==> config.mk <==
export PLATFORM = sky130hd
export DESIGN_NAME = cmip_intc_msi
export DESIGN_NICKNAME = d
export VERILOG_FILES = /design/src/rtl/cmip_intc_msi.sv
export SDC_FILE = /design/constraint.sdc
export NUM_CORES = 1
export LEC_CHECK = 0
export BUFFER_PORTS_ARGS = -buffer_cell sky130_fd_sc_hd__buf_2
export CAP_MARGIN = 40
export CORE_MARGIN = 2
export CORE_UTILIZATION = 40
export CTS_CLUSTER_DIAMETER = 80
export DETAILED_ROUTE_END_ITERATION = 7
export PLACE_DENSITY = 0.8
export SYNTH_ARGS = -nofsm -noshare
export SYNTH_HDL_FRONTEND = slang
export SYNTH_SLANG_ARGS = --single-unit
==> constraint.sdc <==
create_clock -name i_clk -period 4.7 [get_ports i_clk]
set_clock_uncertainty 0.15 [all_clocks]
set_input_delay 1.41 -clock i_clk [delete_from_list [all_inputs] [get_ports i_clk]]
set_output_delay 1.41 -clock i_clk [all_outputs]
set_load 0.01 [all_outputs]
==> src/rtl/cmip_intc_msi.sv <==
// rtl/cmip_intc_msi.sv - per-source level/edge interrupt controller with MSI req/ack and legacy irq
//
// Purpose:
//   Collects SRC_NUM interrupt sources. Each source has its own polarity and
//   trigger mode (level or rising edge of the active signal). Pending events
//   are latched into sticky write-1-to-clear flags. Every pending and enabled
//   flag produces exactly one MSI request through a req/ack handshake. The
//   lowest index is served first. An optional holdoff inserts idle cycles
//   after each acknowledge. A legacy level interrupt is also driven.
//
// Configuration:
//   CMIP_INTC_HOLDOFF_EN - when defined, the HOLD state and the holdoff
//   counter are built. When undefined, REQ returns straight to IDLE after the
//   ack, and i_holdoff is ignored.
//
// Ports:
//   i_clk        clock
//   i_rst_n      asynchronous active-low reset
//   i_sig        raw interrupt sources
//   i_polar      per-source polarity (1 = active high)
//   i_edge_mode  per-source trigger mode (1 = edge, 0 = level)
//   i_enable     per-source mask for MSI and o_irq
//   i_clr        write-1-to-clear pulses for o_irq_flag
//   i_irq_polar  polarity of o_irq (1 = active high)
//   i_holdoff    idle cycles enforced after each MSI ack
//   o_irq_flag   sticky pending flags
//   o_irq        legacy level interrupt
//   o_msi_req    MSI request
//   o_msi_vec    MSI vector, stable while o_msi_req is high
//   i_msi_ack    one-cycle MSI acknowledge

module cmip_intc_msi #(
    parameter int SRC_NUM   = 32,
    parameter int VEC_WDTH  = 5,
    parameter int HOLD_WDTH = 16
) (
    input  logic                 i_clk,
    input  logic                 i_rst_n,
    input  logic [SRC_NUM-1:0]   i_sig,
    input  logic [SRC_NUM-1:0]   i_polar,
    input  logic [SRC_NUM-1:0]   i_edge_mode,
    input  logic [SRC_NUM-1:0]   i_enable,
    input  logic [SRC_NUM-1:0]   i_clr,
    input  logic                 i_irq_polar,
    input  logic [HOLD_WDTH-1:0] i_holdoff,
    output logic [SRC_NUM-1:0]   o_irq_flag,
    output logic                 o_irq,
    output logic                 o_msi_req,
    output logic [VEC_WDTH-1:0]  o_msi_vec,
    input  logic                 i_msi_ack
);

    typedef enum logic [1:0] {
        ST_IDLE = 2'd0,
        ST_REQ  = 2'd1,
        ST_HOLD = 2'd2
    } state_t;

    state_t               state_q, state_d;
    logic [SRC_NUM-1:0]   act;
    logic [SRC_NUM-1:0]   act_d1_q, act_d1_d;
    logic [SRC_NUM-1:0]   evt;
    logic [SRC_NUM-1:0]   flag_q, flag_d;
    logic [SRC_NUM-1:0]   sent_q, sent_d;
    logic [SRC_NUM-1:0]   cand;
    logic [SRC_NUM-1:0]   flag_en;
    logic [VEC_WDTH-1:0]  low_vec;
    logic                 msi_req_q, msi_req_d;
    logic [VEC_WDTH-1:0]  msi_vec_q, msi_vec_d;

`ifdef CMIP_INTC_HOLDOFF_EN
    logic [HOLD_WDTH-1:0] hold_cnt_q, hold_cnt_d;
`else
    logic                 unused_holdoff;
    assign unused_holdoff = ^i_holdoff;
`endif

    // Source decoding: XNOR with the polarity yields an active-high view.
    assign act = i_sig ~^ i_polar;

    // Edge mode fires on the rising edge of the active view only.
    assign evt = (i_edge_mode & act & ~act_d1_q) | (~i_edge_mode & act);

    // Flag update: a new event beats a simultaneous clear on the same bit.
    always_comb begin
        act_d1_d = act;
        flag_d   = (flag_q & ~i_clr) | evt;
    end

    assign cand    = flag_q & i_enable & ~sent_q;
    assign flag_en = flag_q & i_enable;

    // Legacy interrupt, combinational from the registered flags.
    assign o_irq = i_irq_polar ? (|flag_en) : ~(|flag_en);

    // Lowest-indexed candidate wins; scanning downward leaves the lowest last.
    always_comb begin
        low_vec = '0;
        for (int i = SRC_NUM - 1; i >= 0; i--) begin
            if (cand[i]) begin
                low_vec = VEC_WDTH'(i);
            end
        end
    end

    // MSI sequencing and the sent mask.
    always_comb begin
        state_d   = state_q;
        msi_req_d = msi_req_q;
        msi_vec_d = msi_vec_q;
        // A sent mark drops with its flag. A clear also re-arms the source so
        // a level source still active after a clear produces a fresh MSI.
        sent_d    = sent_q & flag_d & ~i_clr;
`ifdef CMIP_INTC_HOLDOFF_EN
        hold_cnt_d = hold_cnt_q;
`endif
        case (state_q)
            ST_IDLE: begin
                if (|cand) begin
                    msi_req_d = 1'b1;
                    msi_vec_d = low_vec;
                    state_d   = ST_REQ;
                end
            end
            ST_REQ: begin
                // Once issued, a request is held until acked regardless of
                // what happens to its flag or enable meanwhile.
                if (i_msi_ack) begin
                    msi_req_d         = 1'b0;
                    sent_d[msi_vec_q] = flag_d[msi_vec_q];
`ifdef CMIP_INTC_HOLDOFF_EN
                    if (i_holdoff != '0) begin
                        hold_cnt_d = i_holdoff;
                        state_d    = ST_HOLD;
                    end else begin
                        state_d    = ST_IDLE;
                    end
`else
                    state_d = ST_IDLE;
`endif
                end
            end
`ifdef CMIP_INTC_HOLDOFF_EN
            ST_HOLD: begin
                // Counter was loaded with the holdoff on entry; leaving when it
                // reads 1 gives exactly i_holdoff cycles in HOLD.
                if (hold_cnt_q <= HOLD_WDTH'(1)) begin
                    hold_cnt_d = '0;
                    state_d    = ST_IDLE;
                end else begin
                    hold_cnt_d = hold_cnt_q - HOLD_WDTH'(1);
                end
            end
`endif
            default: begin
                state_d   = ST_IDLE;
                msi_req_d = 1'b0;
            end
        endcase
    end

    always_ff @(posedge i_clk or negedge i_rst_n) begin
        if (!i_rst_n) begin
            state_q    <= ST_IDLE;
            act_d1_q   <= '0;
            flag_q     <= '0;
            sent_q     <= '0;
            msi_req_q  <= 1'b0;
            msi_vec_q  <= '0;
`ifdef CMIP_INTC_HOLDOFF_EN
            hold_cnt_q <= '0;
`endif
        end else begin
            state_q    <= state_d;
            act_d1_q   <= act_d1_d;
            flag_q     <= flag_d;
            sent_q     <= sent_d;
            msi_req_q  <= msi_req_d;
            msi_vec_q  <= msi_vec_d;
`ifdef CMIP_INTC_HOLDOFF_EN
            hold_cnt_q <= hold_cnt_d;
`endif
        end
    end

    assign o_irq_flag = flag_q;
    assign o_msi_req  = msi_req_q;
    assign o_msi_vec  = msi_vec_q;

endmodule

Word level (Yosys, flattened, before mapping)

Cells that the tools add are included.
Widths: inputs -> output; s select.

Register bits: 104
Input bits: 180
Output and inout bits: 39

$lt $le $gt $ge: 2
Equal/unequal tests: 3
Mux-type cells: 46
Bitwise logic cells: 16
Reductions and logical operators: 6

Operator list:

| kind               | number |
|---|---|
| $and 32x32->32     | 8 |
| $mux 5             | 32 |
| $not 32->32        | 4 |
| $mux 32            | 2 |
| $or 32x32->32      | 2 |
| $reduce_or 32->1   | 2 |
| $bwmux 32          | 1 |
| $xnor 32x32->32    | 1 |
| $lt 5x6->1 const B | 1 |
| $bmux 1 s5         | 1 |
| $demux 1 s5        | 1 |
| $ge 5x1->1 const B | 1 |
| $mux 1             | 5 |
| $mux 2             | 2 |
| $ne 2x2->1 const B | 2 |
| $pmux 2 s2         | 1 |
| $reduce_and 2->1   | 2 |
| $eq 2x1->1 const B | 1 |
| $logic_not 2->1    | 1 |
| $pmux 1 s2         | 1 |
| $logic_and 1x1->1  | 1 |
| $not 1->1          | 1 |

Logic depth before layout (Yosys ltp)

Gate-level depths: netlist (run 1).

Depth after elaboration: 34
Depth in mapped cells: 8
Mapped depth without buffers: 6

Least setup slack after synthesis (run 1)

Ideal clock, no wire load.

Path kind: input to output
Start: input port i_enable[29]
End: output port o_irq
Arrival time: 2.853 ns
Setup slack: 0.287 ns
Stages: 5
Path through: nand2_1 > nand4_1 > or4_1 > or4_1 > xnor2_1

Longest elaborated chain between the ends: 4

Ends and longest elaborated chain:

| element            | RTL line | RTL |
|---|---|---|
| start: declaration | 42       | `input logic [SRC_NUM-1:0] i_enable,` |
| $and 32x32->32 *   | 91       | `assign flag_en = flag_q & i_enable;` |
| $reduce_or 32->1 * | 94       | `assign o_irq = i_irq_polar ? (\|flag_en) : ~(\|flag_en);` |
| $not 1->1          | 94       |  |
| $mux 1 *           | 94       |  |
| end: declaration   | 47       | `output logic o_irq,` |

Every way passes the cells marked *; elsewhere a longest branch is shown, timed or not.

Worst setup path after layout (run 1)

Start: input port i_enable[17]
End: output port o_irq

The elaborated chain is that of the path after synthesis.

==> impl_metrics.json, run 1 <==
{
  "clkTransAtPathRegs_ns": 0.07,
  "p_seq_share_pct": 43.2,
  "cts_htree_levels": 3,
  "grt_pass1_wl_um": 26600,
  "worst_pin_slew_ns": 0.951,
  "synth_top_cell_area_share_pct": 49.4,
  "synth_ff_type": "dfrtp_1",
  "port_buffers": 202,
  "postCtsSetupRepairBufs": 0,
  "die_y_um": 118,
  "synth_top_area_cell": "dfrtp_1",
  "numCtsBuffers": 9,
  "start_util_pct": 41.0,
  "setup_viol": 0,
  "cts.sinks": 102,
  "cts_tree": "done",
  "die_area_um2": 13900,
  "final_layout_size_suffix_gt1_share_pct": 32.3,
  "leakage_nw": 3.20,
  "yosys_warnings": 0,
  "cts_root_buffer": "clkbuf_16",
  "std_cell_rows": 41,
  "synth_edf_count": 0,
  "start_kind": "input pin",
  "grt_util_all_layers_pct": 24.5,
  "ys_top_cells_by_count": "dfrtp_1 (102), nand2_1 (96), nand4_1 (38), o21ai_1 (34), xnor2_1 (33)",
  "synth_most_common_cell": "dfrtp_1",
  "synthArstFlopShare_pct": 100,
  "fillers": 1212,
  "ioPinCount": 219,
  "clock_latency_ns": 0.35,
  "p_int_w": 0.00160,
  "ant_nets": 0,
  "cp_max_fo": 3,
  "final_cell_area_um2": 6730,
  "outcome": "complete, no violations",
  "syn-instance-count": 529,
  "grt-ovfl-total": 0,
  "synth-seq-cells": 102,
  "clockBufferDepth": 2,
  "cap_violations": 0,
  "syn_area_per_cell_um2": 9.78,
  "seq_area_frac_synth_pct": 49.4,
  "drv_slew": 0,
  "core_area_um2": 12600,
  "grt_max_degree": 57,
  "area_growth_pct": 30.2,
  "gp_congestion": 0.958,
  "syn_nets": 709,
  "min_period_over_period_pct": 98.8,
  "p_per_area_nw_per_um2": 361,
  "comb_power_share_pct": 28.2,
  "fmaxAchievable_mhz": 215,
  "finalHoldViolations": 0,
  "avgRoutedWirePerCell_um": 18.1,
  "synth_area_um2": 5170,
  "synth_area_leaders": "dfrtp_1 (49%), nand2_1 (7.0%), xnor2_1 (5.6%)",
  "ir_worst_vdd_v": 0.000147,
  "final_util_pct": 53.4,
  "vias": 5059,
  "critPathKind": "in -> out",
  "period_needed_ns": 4.64,
  "fin_nets": 918,
  "rsz0062_at_grt": "false",
  "worstPathArrival_ns": 3.08,
  "hpwl_um": 12600,
  "wirelength_um": 16500,
  "p_clk_share_pct": 28.6,
  "post_dp_cell_area_um2": 6440,
  "slew_headroom_pct": 36.4,
  "switching_power_w": 0.000824,
  "cp_data_required_time_ns": 3.14,
  "cp-end-kind": "output port",
  "antenna_found_initial": 1,
  "viasPerCell": 5.54,
  "detailedRoute.firstIterationViolations": 348,
  "chipWidth_um": 118,
  "sw_frac_of_total_pct": 33.9,
  "ys_types": 50,
  "drt-pass1-iter-count": 5,
  "drcViolationCount": 0,
  "hold_path.class": "reg -> reg",
  "grt_pass1_vias": 5110
}
logic make-up (layout without fill, tap and decap cells):
group / count (synthesis) / after routing / synth area share, %
flip-flops: 102 / 102 / 49.4
multiplexers: 4 / 4 / 0.774
other: 0 / 1 / 0
XOR/XNOR: 33 / 33 / 5.59
AO/OA/AOI/OAI: 143 / 143 / 20.9
AND/OR/NAND/NOR: 198 / 198 / 19.8
buffers and inverters: 49 / 260 / 3.65
placed cells by master (no fill, tap or decap), types with 3 or more instances in the layout:
cell type,Yosys,final
a21oi_1,5,5
a221o_1,12,12
a22o_1,32,32
a22oi_1,4,3
and2_1,3,3
and3b_1,10,10
buf_2,4,201
buf_4,0,10
clkbuf_16,0,9
clkinv_1,3,3
dfrtp_1,102,102
inv_1,31,31
mux2i_1,4,4
nand2_1,96,94
nand3_1,3,3
nand3b_1,11,11
nand4_1,38,38
nor2_1,18,18
nor3_1,5,5
nor3b_1,3,3
o2111ai_1,17,17
o21ai_0,6,6
o21ai_1,34,34
o21bai_1,3,3
o22ai_1,7,7
or4_4,1,3
xnor2_1,33,32
through the flow:
stage | power (W) | worst slack, ns | instances | hold slack (ns) | setup TNS (ns)
after floorplan | 0.00142 | 0.287 | 529 | 0.328 | 0
after global placement | 0.00173 | -0.164 | 899 | 0.342 | -0.164
after detailed placement | 0.00173 | -0.154 | 899 | 0.354 | -0.154
after CTS | 0.00243 | 0.0443 | 912 | 0.370 | 0
after global routing | 0.00255 | 0.0139 | 913 | 0.405 | 0
final | 0.00243 | 0.0551 | 913 | 0.367 | 0
worst paths after layout:
check / from / end / slack [ns] / depth (start not counted)
worst min register to register: sent_q[16]$_DFF_PN0_ / sent_q[16]$_DFF_PN0_ / 0.37 / 2
worst max-delay path: i_enable[17] / o_irq / 0.06 / 7
min in group asynchronous: i_rst_n / act_d1_q[20]$_DFF_PN0_ / 0.96 / 1
worst max register to register: o_msi_vec[4]$_DFFE_PN0P_ / sent_q[5]$_DFF_PN0_ / 2.05 / 6
worst min-delay path: sent_q[16]$_DFF_PN0_ / sent_q[16]$_DFF_PN0_ / 0.37 / 2
max in group asynchronous: i_rst_n / o_irq_flag[7]$_DFF_PN0_ / 2.74 / 2
power groups by stage:
stage	clock [W]	sequential (W)	combinational [W]
detailed placement	0	0.00106	0.000673
global placement	0	0.00106	0.000668
finish	0.000694	0.00105	0.000684
floorplan	0	0.00105	0.000372
CTS	0.000707	0.00105	0.000679
global route	0.000741	0.00106	0.000744
critical path, stage by stage:
cell and delay (ns):
buf_2 0.09, nand2_1 0.14, nand4_1 0.11, or4_4 0.53
or4_4 0.52, xnor2_2 0.14, buf_2 0.13
state kept, by name, indices dropped and copies added (netlist names):
name	flops
act_d1_q	32
o_irq_flag	32
o_msi_req	1
o_msi_vec	5
sent_q	32
per-layer routing:
layer | track usage (%) | up-vias | part of all wire [%]
met4 | 9.56 | 0 | 2.6
met3 | 4.02 | 27 | 6.6
met5 | 0 | - | 0
li1 | - | 2399 | -
met2 | 39.3 | 225 | 46
met1 | 33.1 | 2408 | 45
cell type report:
cell class / count / area (um^2) / area share (%)
clock inverters: 2 / 10.0 / 0.149
repair buffers: 212 / 1100 / 16.4
inverters: 35 / 131 / 1.95
well taps: 172 / 215 / 3.20
diodes: 1 / 2.50 / 0.0372
multi-input cells: 378 / 2470 / 36.7
flip-flops and latches: 102 / 2550 / 37.9
clock buffers: 11 / 253 / 3.75
timing repair:
| action | 4_1_cts | 5_1_grt |
|---|---|---|
| setup endpoints to repair | 1 | 1 |
| pin swaps | 2 | 1 |
| hold endpoints to repair | 0 | 0 |
| resized for setup | 6 | 1 |
| hold buffers | 0 | 0 |
Power figures use the tool's default switching activity.
==> inputs of run 2 (changes only) <==
--- a/config.mk
+++ b/config.mk
@@ -5,6 +5,7 @@
 export SDC_FILE = /design/constraint.sdc
 export NUM_CORES = 1
 export LEC_CHECK = 0
+export ABC_CLOCK_PERIOD_IN_PS = 5700
 export BUFFER_PORTS_ARGS = -buffer_cell sky130_fd_sc_hd__buf_2
 export CAP_MARGIN = 40
 export CORE_MARGIN = 2
==> constraint.sdc (replaced) <==
create_clock -name i_clk -period 5.7 [get_ports i_clk]
set_clock_uncertainty 0.15 [all_clocks]
set_input_delay 1.71 -clock i_clk [delete_from_list [all_inputs] [get_ports i_clk]]
set_output_delay 1.71 -clock i_clk [all_outputs]
set_load 0.01 [all_outputs]
==> run 2 against run 1 <==
Routed wire length rose by 0.55%. Die area did not move. Global-route usage fell by 0.49 points. Combinational power fell by 19%. Hold slack got worse by 0.0041 ns. Total power fell by 15%. First-iteration DRC count fell by 12%. Non-clock buffer count fell by 4. Cell count fell by 0.11%. Register-to-register slack improved by 1.0 ns. Sequential share of layout area barely moved. Largest power group unchanged.
==> impl_metrics.json, run 2 (synthesis gave the netlist of run 1 again) <==
{
  "outcome": "complete, no violations",
  "ir_worst_vdd_v": 0.000131,
  "avgRoutedWirePerCell_um": 18.2,
  "use_met2_pct": 37.9,
  "fin_setup_tns_ns": 0,
  "port_buffers": 202,
  "crit_start": "i_enable[2]",
  "core_area_um2": 12600,
  "use_met3_pct": 4.84,
  "clock_latency_ns": 0.35,
  "reg2regPathDepth": 6,
  "final_cell_mix": "buf_2 (201), dfrtp_1 (102), nand2_1 (96)",
  "fin_nets": 914,
  "viasPerCell": 5.54,
  "worst_pin_slew_ns": 1.01,
  "fmaxAchievable_mhz": 183,
  "hold_start": "sent_q[28]$_DFF_PN0_",
  "setup_viol": 0,
  "grt.busiest_layer": "met2",
  "reg2reg_slack_ns": 3.09,
  "drcViolationCount": 0,
  "rsz0062_at_grt": "false",
  "power.total_w": 0.00206,
  "critPathKind": "in -> out",
  "die_y_um": 118,
  "numCtsBuffers": 9,
  "cts_tree": "done",
  "hold_path.class": "reg -> reg",
  "grt-ovfl-total": 0,
  "gp_congestion": 0.949,
  "grt_max_degree": 48,
  "drt-pass1-iter-count": 5,
  "drv_slew": 0,
  "cp-end-kind": "output port",
  "cts.sinks": 102,
  "period_needed_ns": 5.46,
  "antenna_found_initial": 1,
  "clockBufferDepth": 2,
  "layout_commonest_cell": "buf_2",
  "cap_violations": 0,
  "wirelength_um": 16600,
  "grt_pass1_wl_um": 26000,
  "finalHoldViolations": 0,
  "detailedRoute.firstIterationViolations": 307,
  "start_kind": "input pin",
  "cp_data_required_time_ns": 3.84,
  "holdPathEnd": "sent_q[28]$_DFF_PN0_",
  "vias": 5051,
  "final_layout_size_suffix_gt1_share_pct": 31.4,
  "cts_root_buffer": "clkbuf_16",
  "r2r_end": "sent_q[7]$_DFF_PN0_",
  "cts_htree_levels": 3,
  "gr-usage-met1_pct": 32.0,
  "cp_max_fo": 3,
  "worstPathArrival_ns": 3.60,
  "area_growth_pct": 30.1,
  "ant_nets": 0,
  "hold_depth": 2,
  "ctsResizeCount": 0,
  "ctsHoldBuffers": 0,
  "r2r_start": "o_msi_vec[4]$_DFFE_PN0P_",
  "fillers": 1196,
  "std_cell_rows": 41,
  "postCtsSetupRepairBufs": 0,
  "grt_pass1_vias": 5017,
  "grt_util_all_layers_pct": 24.0,
  "hpwl_um": 12800,
  "ioPinCount": 219,
  "p_per_area_nw_per_um2": 306,
  "chipWidth_um": 118,
  "slew_headroom_pct": 32.4,
  "leakage_nw": 3.19,
  "die_area_um2": 13900,
  "start_util_pct": 41.0,
  "clkTransAtPathRegs_ns": 0.07,
  "min_period_over_period_pct": 95.8
}
==> run 2: changes by cell type in the layout (fill, tap and decap cells not counted), moves of 2 or more <==
cell     previous run  this run
buf_4              10         6
nand2_1            94        96
or4_1               1         3
or4_4               3         1
==> run 2: final cells by class <==
cell class	count	area (um^2)	area share (%)
Multi-Input combinational cell	378	2440	36.2
Tap cell	172	215	3.20
Inverter	35	131	1.95
Clock buffer	11	253	3.76
Sequential cell	102	2550	37.9
Clock inverter	5	56.3	0.837
Timing Repair Buffer	208	1080	16.0
Antenna cell	1	2.50	0.0372
==> run 2: metal layers <==
layer / part of all wire (%) / wire length, um / vias to the layer above
met5: 0 / 0 / -
met1: 43 / 7170 / 2418
met4: 2.5 / 419 / 0
met3: 7.5 / 1240 / 32
met2: 47 / 7760 / 212
li1: - / - / 2389
==> run 2: worst max path at each step <==
stage                  to  slack (ns)  cells after the start
floorplan           o_irq        0.69                      5
global placement    o_irq        0.25                      7
detailed placement  o_irq        0.26                      7
CTS                 o_irq        0.25                      7
global route        o_irq        0.20                      7
finish              o_irq        0.24                      7
==> run 2: stage by stage <==
| step | std cells | instance area, um^2 | hold WS, ns | worst slack, ns | util, % |
|---|---|---|---|---|---|
| final | 912 | 6730 | 0.362 | 0.238 | 53.3 |
| after floorplan | 529 | 5170 | 0.328 | 0.687 | - |
| after CTS | 911 | 6730 | 0.366 | 0.250 | 53.3 |
| after global routing | 912 | 6730 | 0.400 | 0.202 | 53.3 |
| after detailed placement | 895 | 6420 | 0.350 | 0.258 | 50.8 |
| after global placement | 894 | 6390 | 0.342 | 0.246 | 50.6 |
==> run 2: report_power, final <==
group	total (W)	internal (W)	switching [W]
clock network	0.000639	0.000365	0.000275
logic	0.000554	0.000215	0.000339
registers	0.000865	0.000792	0.0000724
total	0.00206	0.00137	0.000686
==> run 2: critical path: stages <==
cell and delay [ns]:
buf_2 0.10, nand2_1 0.17, nand4_1 0.14, or4_1 0.58, or4_1 0.60, xnor2_1 0.15
buf_2 0.14
